==> src/rtl/control_unit_if.sv <==
// Control bus between the multi-cycle controller and the ProjectB datapath:
// instruction word in, PC / IR / memory / register-file / ALU control out.
interface control_unit_if #(
    parameter int D_ADDR_W  = 8,
    parameter int RF_ADDR_W = 4
);
    logic [15:0]          IR;
    logic                 PC_up;
    logic                 PC_clr;
    logic                 IR_ld;
    logic [D_ADDR_W-1:0]  D_addr;
    logic                 D_wr;
    logic                 RF_s;
    logic [RF_ADDR_W-1:0] RF_W_addr;
    logic                 RF_W_en;
    logic [RF_ADDR_W-1:0] RF_Ra_addr;
    logic [RF_ADDR_W-1:0] RF_Rb_addr;
    logic [2:0]           ALU_s0;
    logic [3:0]           state;

    modport master (
        input  IR,
        output PC_up, PC_clr, IR_ld, D_addr, D_wr, RF_s, RF_W_addr,
               RF_W_en, RF_Ra_addr, RF_Rb_addr, ALU_s0, state
    );

    modport slave (
        output IR,
        input  PC_up, PC_clr, IR_ld, D_addr, D_wr, RF_s, RF_W_addr,
               RF_W_en, RF_Ra_addr, RF_Rb_addr, ALU_s0, state
    );
endinterface

==> src/rtl/control_unit.sv <==
// Multi-cycle fetch/decode/execute controller for ProjectB (Moore outputs).
// Optional macro SINGLE_STEP_EN adds a level-sensitive step input that gates Fetch.
module control_unit #(
    parameter int D_ADDR_W  = 8,
    parameter int RF_ADDR_W = 4
) (
    input  logic clk,
    input  logic clear,
`ifdef SINGLE_STEP_EN
    input  logic step,
`endif
    control_unit_if.master bus
);

    typedef enum logic [3:0] {
        S_INIT   = 4'd0,
        S_FETCH  = 4'd1,
        S_DECODE = 4'd2,
        S_NOOP   = 4'd3,
        S_LOAD_A = 4'd4,
        S_LOAD_B = 4'd5,
        S_STORE  = 4'd6,
        S_ADD    = 4'd7,
        S_SUB    = 4'd8,
        S_HALT   = 4'd9
    } state_t;

    state_t state_reg;
    logic   fetch_go;

`ifdef SINGLE_STEP_EN
    assign fetch_go = step;
`else
    assign fetch_go = 1'b1;
`endif

    // Instruction fields; LOAD/STORE share the low nibble as Rd or Ra.
    logic [D_ADDR_W-1:0]  mem_addr;
    logic [RF_ADDR_W-1:0] fld_hi;
    logic [RF_ADDR_W-1:0] fld_mid;
    logic [RF_ADDR_W-1:0] fld_lo;

    assign mem_addr = D_ADDR_W'(bus.IR[11:4]);
    assign fld_hi   = RF_ADDR_W'(bus.IR[11:8]);
    assign fld_mid  = RF_ADDR_W'(bus.IR[7:4]);
    assign fld_lo   = RF_ADDR_W'(bus.IR[3:0]);

    always_ff @(posedge clk or posedge clear) begin
        if (clear) begin
            state_reg <= S_INIT;
        end else begin
            case (state_reg)
                S_INIT:   state_reg <= S_FETCH;
                S_FETCH:  if (fetch_go) state_reg <= S_DECODE;
                S_DECODE: begin
                    case (bus.IR[15:12])
                        4'h1:    state_reg <= S_STORE;
                        4'h2:    state_reg <= S_LOAD_A;
                        4'h3:    state_reg <= S_ADD;
                        4'h4:    state_reg <= S_SUB;
                        4'h5:    state_reg <= S_HALT;
                        default: state_reg <= S_NOOP;
                    endcase
                end
                S_LOAD_A: state_reg <= S_LOAD_B;
                S_HALT:   state_reg <= S_HALT;
                default:  state_reg <= S_FETCH;
            endcase
        end
    end

    // Outputs depend only on the state register and IR, so an async clear
    // removes every write enable within the same cycle.
    always_comb begin
        bus.PC_up      = 1'b0;
        bus.PC_clr     = 1'b0;
        bus.IR_ld      = 1'b0;
        bus.D_addr     = '0;
        bus.D_wr       = 1'b0;
        bus.RF_s       = 1'b0;
        bus.RF_W_addr  = '0;
        bus.RF_W_en    = 1'b0;
        bus.RF_Ra_addr = '0;
        bus.RF_Rb_addr = '0;
        bus.ALU_s0     = 3'b000;
        bus.state      = state_reg;

        case (state_reg)
            S_INIT: bus.PC_clr = 1'b1;
            S_FETCH: begin
                bus.IR_ld = fetch_go;
                bus.PC_up = fetch_go;
            end
            S_LOAD_A: bus.D_addr = mem_addr;
            S_LOAD_B: begin
                bus.D_addr    = mem_addr;
                bus.RF_s      = 1'b1;
                bus.RF_W_addr = fld_lo;
                bus.RF_W_en   = 1'b1;
            end
            S_STORE: begin
                bus.D_addr     = mem_addr;
                bus.RF_Ra_addr = fld_lo;
                bus.D_wr       = 1'b1;
            end
            S_ADD, S_SUB: begin
                bus.RF_Ra_addr = fld_hi;
                bus.RF_Rb_addr = fld_mid;
                bus.RF_W_addr  = fld_lo;
                bus.RF_W_en    = 1'b1;
                bus.ALU_s0     = (state_reg == S_ADD) ? 3'b001 : 3'b010;
            end
            default: ;
        endcase
    end

endmodule

==> src/flat_wrapper.sv <==
// flat-port wrapper written by rule: the top's interface ports become plain ports
module control_unit_flat 
#(
    parameter int D_ADDR_W  = 8,
    parameter int RF_ADDR_W = 4
)
  (clk, clear, bus_IR, bus_PC_up, bus_PC_clr, bus_IR_ld, bus_D_addr, bus_D_wr, bus_RF_s, bus_RF_W_addr, bus_RF_W_en, bus_RF_Ra_addr, bus_RF_Rb_addr, bus_ALU_s0, bus_state);
  control_unit_if #(.D_ADDR_W(D_ADDR_W), .RF_ADDR_W(RF_ADDR_W)) bus_i ();
  input  logic clk;
  input  logic clear;
  input wire logic [$bits(bus_i.IR)-1:0] bus_IR;
  output wire logic [$bits(bus_i.PC_up)-1:0] bus_PC_up;
  output wire logic [$bits(bus_i.PC_clr)-1:0] bus_PC_clr;
  output wire logic [$bits(bus_i.IR_ld)-1:0] bus_IR_ld;
  output wire logic [$bits(bus_i.D_addr)-1:0] bus_D_addr;
  output wire logic [$bits(bus_i.D_wr)-1:0] bus_D_wr;
  output wire logic [$bits(bus_i.RF_s)-1:0] bus_RF_s;
  output wire logic [$bits(bus_i.RF_W_addr)-1:0] bus_RF_W_addr;
  output wire logic [$bits(bus_i.RF_W_en)-1:0] bus_RF_W_en;
  output wire logic [$bits(bus_i.RF_Ra_addr)-1:0] bus_RF_Ra_addr;
  output wire logic [$bits(bus_i.RF_Rb_addr)-1:0] bus_RF_Rb_addr;
  output wire logic [$bits(bus_i.ALU_s0)-1:0] bus_ALU_s0;
  output wire logic [$bits(bus_i.state)-1:0] bus_state;
  assign bus_i.IR = bus_IR;
  assign bus_PC_up = bus_i.PC_up;
  assign bus_PC_clr = bus_i.PC_clr;
  assign bus_IR_ld = bus_i.IR_ld;
  assign bus_D_addr = bus_i.D_addr;
  assign bus_D_wr = bus_i.D_wr;
  assign bus_RF_s = bus_i.RF_s;
  assign bus_RF_W_addr = bus_i.RF_W_addr;
  assign bus_RF_W_en = bus_i.RF_W_en;
  assign bus_RF_Ra_addr = bus_i.RF_Ra_addr;
  assign bus_RF_Rb_addr = bus_i.RF_Rb_addr;
  assign bus_ALU_s0 = bus_i.ALU_s0;
  assign bus_state = bus_i.state;
  control_unit #(.D_ADDR_W(D_ADDR_W), .RF_ADDR_W(RF_ADDR_W)) u_core (.clk(clk), .clear(clear), .bus(bus_i));
endmodule
==> config.mk <==
export PLATFORM = sky130hd
export DESIGN_NAME = control_unit_flat
export DESIGN_NICKNAME = d
export VERILOG_FILES = /design/src/rtl/control_unit_if.sv /design/src/rtl/control_unit.sv /design/src/flat_wrapper.sv
export SDC_FILE = /design/constraint.sdc
export NUM_CORES = 1
export LEC_CHECK = 0
export ABC_AREA = 0
export CAP_MARGIN = 20
export CELL_PAD_IN_SITES_DETAIL_PLACEMENT = 0
export CELL_PAD_IN_SITES_GLOBAL_PLACEMENT = 2
export CORE_UTILIZATION = 13
export DETAILED_ROUTE_END_ITERATION = 8
export PLACE_DENSITY = 0.78
export SYNTH_ARGS = -nofsm -noshare
export SYNTH_HDL_FRONTEND = slang
export SYNTH_SLANG_ARGS = --single-unit
export TNS_END_PERCENT = 5
==> constraint.sdc <==
create_clock -name clk -period 1.83 [get_ports clk]
set_clock_uncertainty 0.1 [all_clocks]
set_input_delay 0.2745 -clock clk [delete_from_list [all_inputs] [get_ports clk]]
set_output_delay 0.2745 -clock clk [all_outputs]
set_load 0.005 [all_outputs]
# Yosys cells after proc, flatten, opt, wreduce, memory -nomap -nowiden
# Index checks and enable logic that the tools add are counted.
# totals
ff_bits	4
input_bits	18
elab_cells	31
# classes
eq_ne	13
reduce_logical	4
mux	13
# ops
operator	count
$eq A4 B3 Y1 const B	6
$pmux W4 S5	1
$pmux W4 S4	1
$eq A4 B2 Y1 const B	3
$eq A4 B1 Y1 const B	2
$eq A4 B4 Y1 const B	2
$mux W4	2
$mux W8	1
$pmux W4 S2	1
$reduce_or A3 Y1	2
$mux W1	5
$logic_not A4 Y1	1
$mux W3	1
$mux W2	1
$reduce_or A2 Y1	1

# Longest topological paths before layout
# depth
word_depth	3
ltp_mapped	4
ltp_nobuf	3

# Worst setup path before layout
# Ideal clock, no wire load.
# synth_path
path_kind	register -> output
startpoint	register u_core.state_reg[0], in the netlist u_core.bus.state[0]
endpoint	output bus_RF_W_addr[0]
t_arrival_ns	1.346
stages_incl_launch_ff	5
path_buffers	1
setup_slack_ns	0.110
required_ns	1.456
cell_sequence	dfrtp_1 -> buf_6 -> or4b_4 -> o21ai_2 -> and2_1
# synth_via
elab_chain_cells	3
elab_cells_between_ends	5
cone_classes	3 x eq/ne; 1 x mux; 1 x reduce/logical
# synth_lines
item	line_no	text
start: declaration	control_unit.sv:28	state_t state_reg;
start signal: assignment	control_unit.sv:50	state_reg <= S_INIT;
start signal: assignment	control_unit.sv:53	S_INIT: state_reg <= S_FETCH;
start signal: assignment	control_unit.sv:54	S_FETCH: if (fetch_go) state_reg <= S_DECODE;
$eq A4 B3 Y1 or $eq A4 B4 Y1 (tied branches)	control_unit.sv:88	case (state_reg)
$reduce_or A3 Y1 (no source line) *	-	
$mux W4 *	control_unit.sv:88	
end: declaration	flat_wrapper.sv:18	output wire logic [$bits(bus_i.RF_W_addr)-1:0] bus_RF_W_addr;
# Mark *: on every way between the ends. The rest lies on a longest branch, timed or not.

# Final worst setup path
# layout_path
startpoint	register u_core.state_reg[0], in the netlist u_core.bus.state[0]
endpoint	output bus_RF_Ra_addr[1]
# layout_via
elab_chain_cells	3
elab_cells_between_ends	5
cone_classes	3 x eq/ne; 1 x mux; 1 x reduce/logical
# layout_lines
item	line_no	text
$eq A4 B4 Y1 or $eq A4 B3 Y1 (tied branches)	control_unit.sv:88	
$reduce_or A2 Y1	-	
$pmux W4 S2 *	control_unit.sv:88	
end: declaration	flat_wrapper.sv:20	output wire logic [$bits(bus_i.RF_Ra_addr)-1:0] bus_RF_Ra_addr;
# Marks and branches as above.

==> key figures <==
Setup path
  – Sort of element at the start of the critical path: register
  – Largest fanout on the critical path: 3
  – Critical Path Max Stage Delay: 570 ps
  – Kind of capture point of the worst setup path: primary output
  – Top cell family by delay on the critical path: simple AND/OR/NAND/NOR gates
  – Required @ worst endpoint: 1460 ps
  – Slowest cell on the critical path: or4b_4
  – Arrival time at the worst endpoint: 1670 ps
  – Worst-path cell chain: or4b_4 -> o21ai_4 -> buf_6 -> buf_6 -> a22o_1 -> buf_2
  – Worst Setup Path Type: reg -> out
  – Buf+Inv Stages, Crit Path: 3
  – Cell repeated most along the worst path: buf_6

Global route
  – Global Route Usage Sum: 10.63%
  – Grt total ovfl: 0
  – Wire length of the first global-routing pass: 3.167 mm
  – Busiest layer in global routing: met2
  – Via count of the first global-routing pass: between 600 and 700
  – Largest net degree at the start of global routing: 11
  – Initial antenna violation count: 0
  – GR met1 Demand/Resource: a little over 10%
  – Met3 Track Usage GR: 2.679%
  – GR Layer Usage met2: 19.41%

Yosys
  – Fraction of post-synthesis cell area in the top cell type by area: 20.20%
  – Share of flip-flops with an asynchronous set or reset: 100.0%
  – Unique masters post-synth: 27
  – Netlist Area Pre-Place: 495.5 um^2
  – EDFF count, synth: 0
  – Number of instances in the synthesized netlist: 62
  – Most area-consuming cells after synthesis: and2_1 (20%), dfrtp_1 (20%), a22o_1 (7.1%)
  – Portion of the post-synthesis area used by sequential elements: 20.20%
  – Number of storage elements in the synthesis netlist: 4
  – Biggest area consumer among synthesized cells: and2_1
  – Post-Syn Nets: 80
  – Primary FF master, synth: dfrtp_1
  – Synth warn: 0
  – Average footprint of a synthesized cell: 7.992 um^2

Placed design
  – Minimum setup slack after placement: -262.9 ps
  – Final HPWL DP: 1.600 mm
  – Port bufs: 49
  – Gp weighted congestion: 0.7610

Clock tree
  – Maximum root-to-sink buffer count: 2
  – CTS tree: built
  – Clock sinks: 4
  – Total clock buffers created by CTS: 3
  – Root cell of the clock tree: clkbuf_8
  – Count of H-tree levels built during CTS: 1
  – Latest clock arrival within the worst-skew pair: approximately 220 ps
  – Clock-pin transition on the worst setup and hold timing paths: 30 ps
  – Hold buffers post-CTS: 0

STA
  – Final Worst Setup Slack: -211.3 ps
  – Setup repair after global routing missed its margin: yes
  – Final critical-path share of the clock period: 111.5%
  – Max Slew Vio Count: 0
  – Setup Viol. Count Final: 14
  – Clock period minus final worst setup slack: 2041 ps
  – Fin. Hold Viols: 0
  – Maximum frequency from static timing analysis: 489.9 MHz
  – Hold_ws: 143.9 ps

Finish
  – Inserted Diodes: 0
  – Fraction of layout instances using a drive strength above 1: 42.42%
  – Layout-stage area growth over the synthesis result: 135.6%
  – Number of flip-flops under the largest register name: 4
  – Layout Nets: 152
  – Core occupancy in the finished layout: 31.89%

Detailed routing
  – Detailed router's first-iteration violation count: 7
  – Routed len/inst: 10.85 um
  – Vias per std cell: 3.989
  – Overall via count from detail_route: approximately 700
  – Drt drc: 0
  – Router iterations before antenna repair: 4
  – DRT antenna net count: 0
  – Routed Wire Length: just under 2 mm

Floorplanning
  – I/O pin count: 51
  – Std cell rows: 22
  – Overall die width: about 64 um
  – Core Footprint: 3661 um^2
  – Die H: 63.74 um
  – Die area: ~4000 um^2
  – Starting Density: 13.53%

Status
  – Run status: finished with violations
  – Failing checks: negative setup slack

Power and ir drop
  – Maximum vdd drop: 0.0003817 V
  – PnR Total Power: 0.0009702 W
  – Total power divided by cell area: 831.1 nW/um^2
  – Leakage component of the power: just under 0.6 nW

Worst hold path
  – Hold Path Class: in -> async

Run
  – Max Cap Violations: 0
==> area by class of cell <==
cell class,count,area (um^2)
clock buffers,3,41.29
fillers,406,2494
inverters,4,15.01
multi-input cells,50,379.1
flip-flops and latches,4,100.1
well taps,48,60.06
repair buffers,71,571.8
==> synthesized netlist by cell type, types with 2 or more instances <==
library cell	number
and2_1	16
a22o_1	4
dfrtp_1	4
inv_1	4
nand2b_1	4
a21oi_1	3
nor2_1	3
buf_4	2
nor3_1	2
o22ai_1	2
or4b_1	2
==> per-stage QoR <==
step	instances	setup TNS (ps)	area [um^2]
4_1_cts	178	-1955	1169
6_report	180	-2052	1167
5_1_grt	180	-2786	1167
3_5_place_dp	171	-3715	1135
3_3_place_gp	171	-3259	1135
2_1_floorplan	62	0	495.5
==> cell families after synthesis <==
group / synth area share, %
buf+inv: 9.341
compound gates: 22.22
flops: 20.20
simple gates: 45.71
other cells: 0.7568
xor+xnor: 1.768
==> worst register-to-register path: stages, from the launching register on <==
cell and delay, ps:
dfrtp_1 360, buf_4 130, buf_6 130, or4b_1 540, nor2_1 100, a21oi_1 80
==> power by group <==
| part | switching (W) | internal, W |
|---|---|---|
| clock network | 0.0000485 | 0.000140 |
| registers | 0.0000159 | 0.000117 |
| logic | 0.000265 | 0.000383 |
| total | 0.000330 | 0.000640 |
==> final timing paths <==
path / startpoint / end / slack, ps / depth (start not counted)
max in group asynchronous: clear / u_core.bus.state[2] / 1340 / 2
worst max register to register: u_core.bus.state[0] / u_core.bus.state[0] / 240 / 5
worst min register to register: u_core.bus.state[3] / u_core.bus.state[2] / 510 / 2
worst min-delay path: clear / u_core.bus.state[1] / 140 / 2
min in group clk: u_core.bus.state[3] / u_core.bus.state[2] / 510 / 2
worst max-delay path: u_core.bus.state[0] / bus_RF_Ra_addr[1] / -210 / 6
==> timing repair <==
action / in CTS / in global routing
setup buffers: 4 / 2
gates cloned: 0 / 0
pin swaps: 13 / 7
gates resized for setup: 74 / 16
endpoints found under the setup margin: 28 / 17
==> cells in the final DEF, fill, tap and decap left out, drive strengths merged, types with 3 or more instances in the layout <==
| cell type | synthesis | routed |
|---|---|---|
| a21oi | 3 | 3 |
| a22o | 4 | 4 |
| and2 | 16 | 16 |
| buf | 4 | 35 |
| clkbuf | 0 | 10 |
| clkdlybuf4s50 | 0 | 21 |
| dfrtp | 4 | 4 |
| dlygate4sd2 | 0 | 8 |
| inv | 4 | 4 |
| nand2b | 5 | 5 |
| nor2 | 3 | 3 |
| or4b | 3 | 3 |
==> metal layers <==
layer  vias to the layer above  wire length (um)
li1                        354                 -
met1                       307               707
met2                        52               940
met3                         5               244
met4                         0                61
met5                         -                 0
No activity file was read; power rests on OpenSTA's default activity.
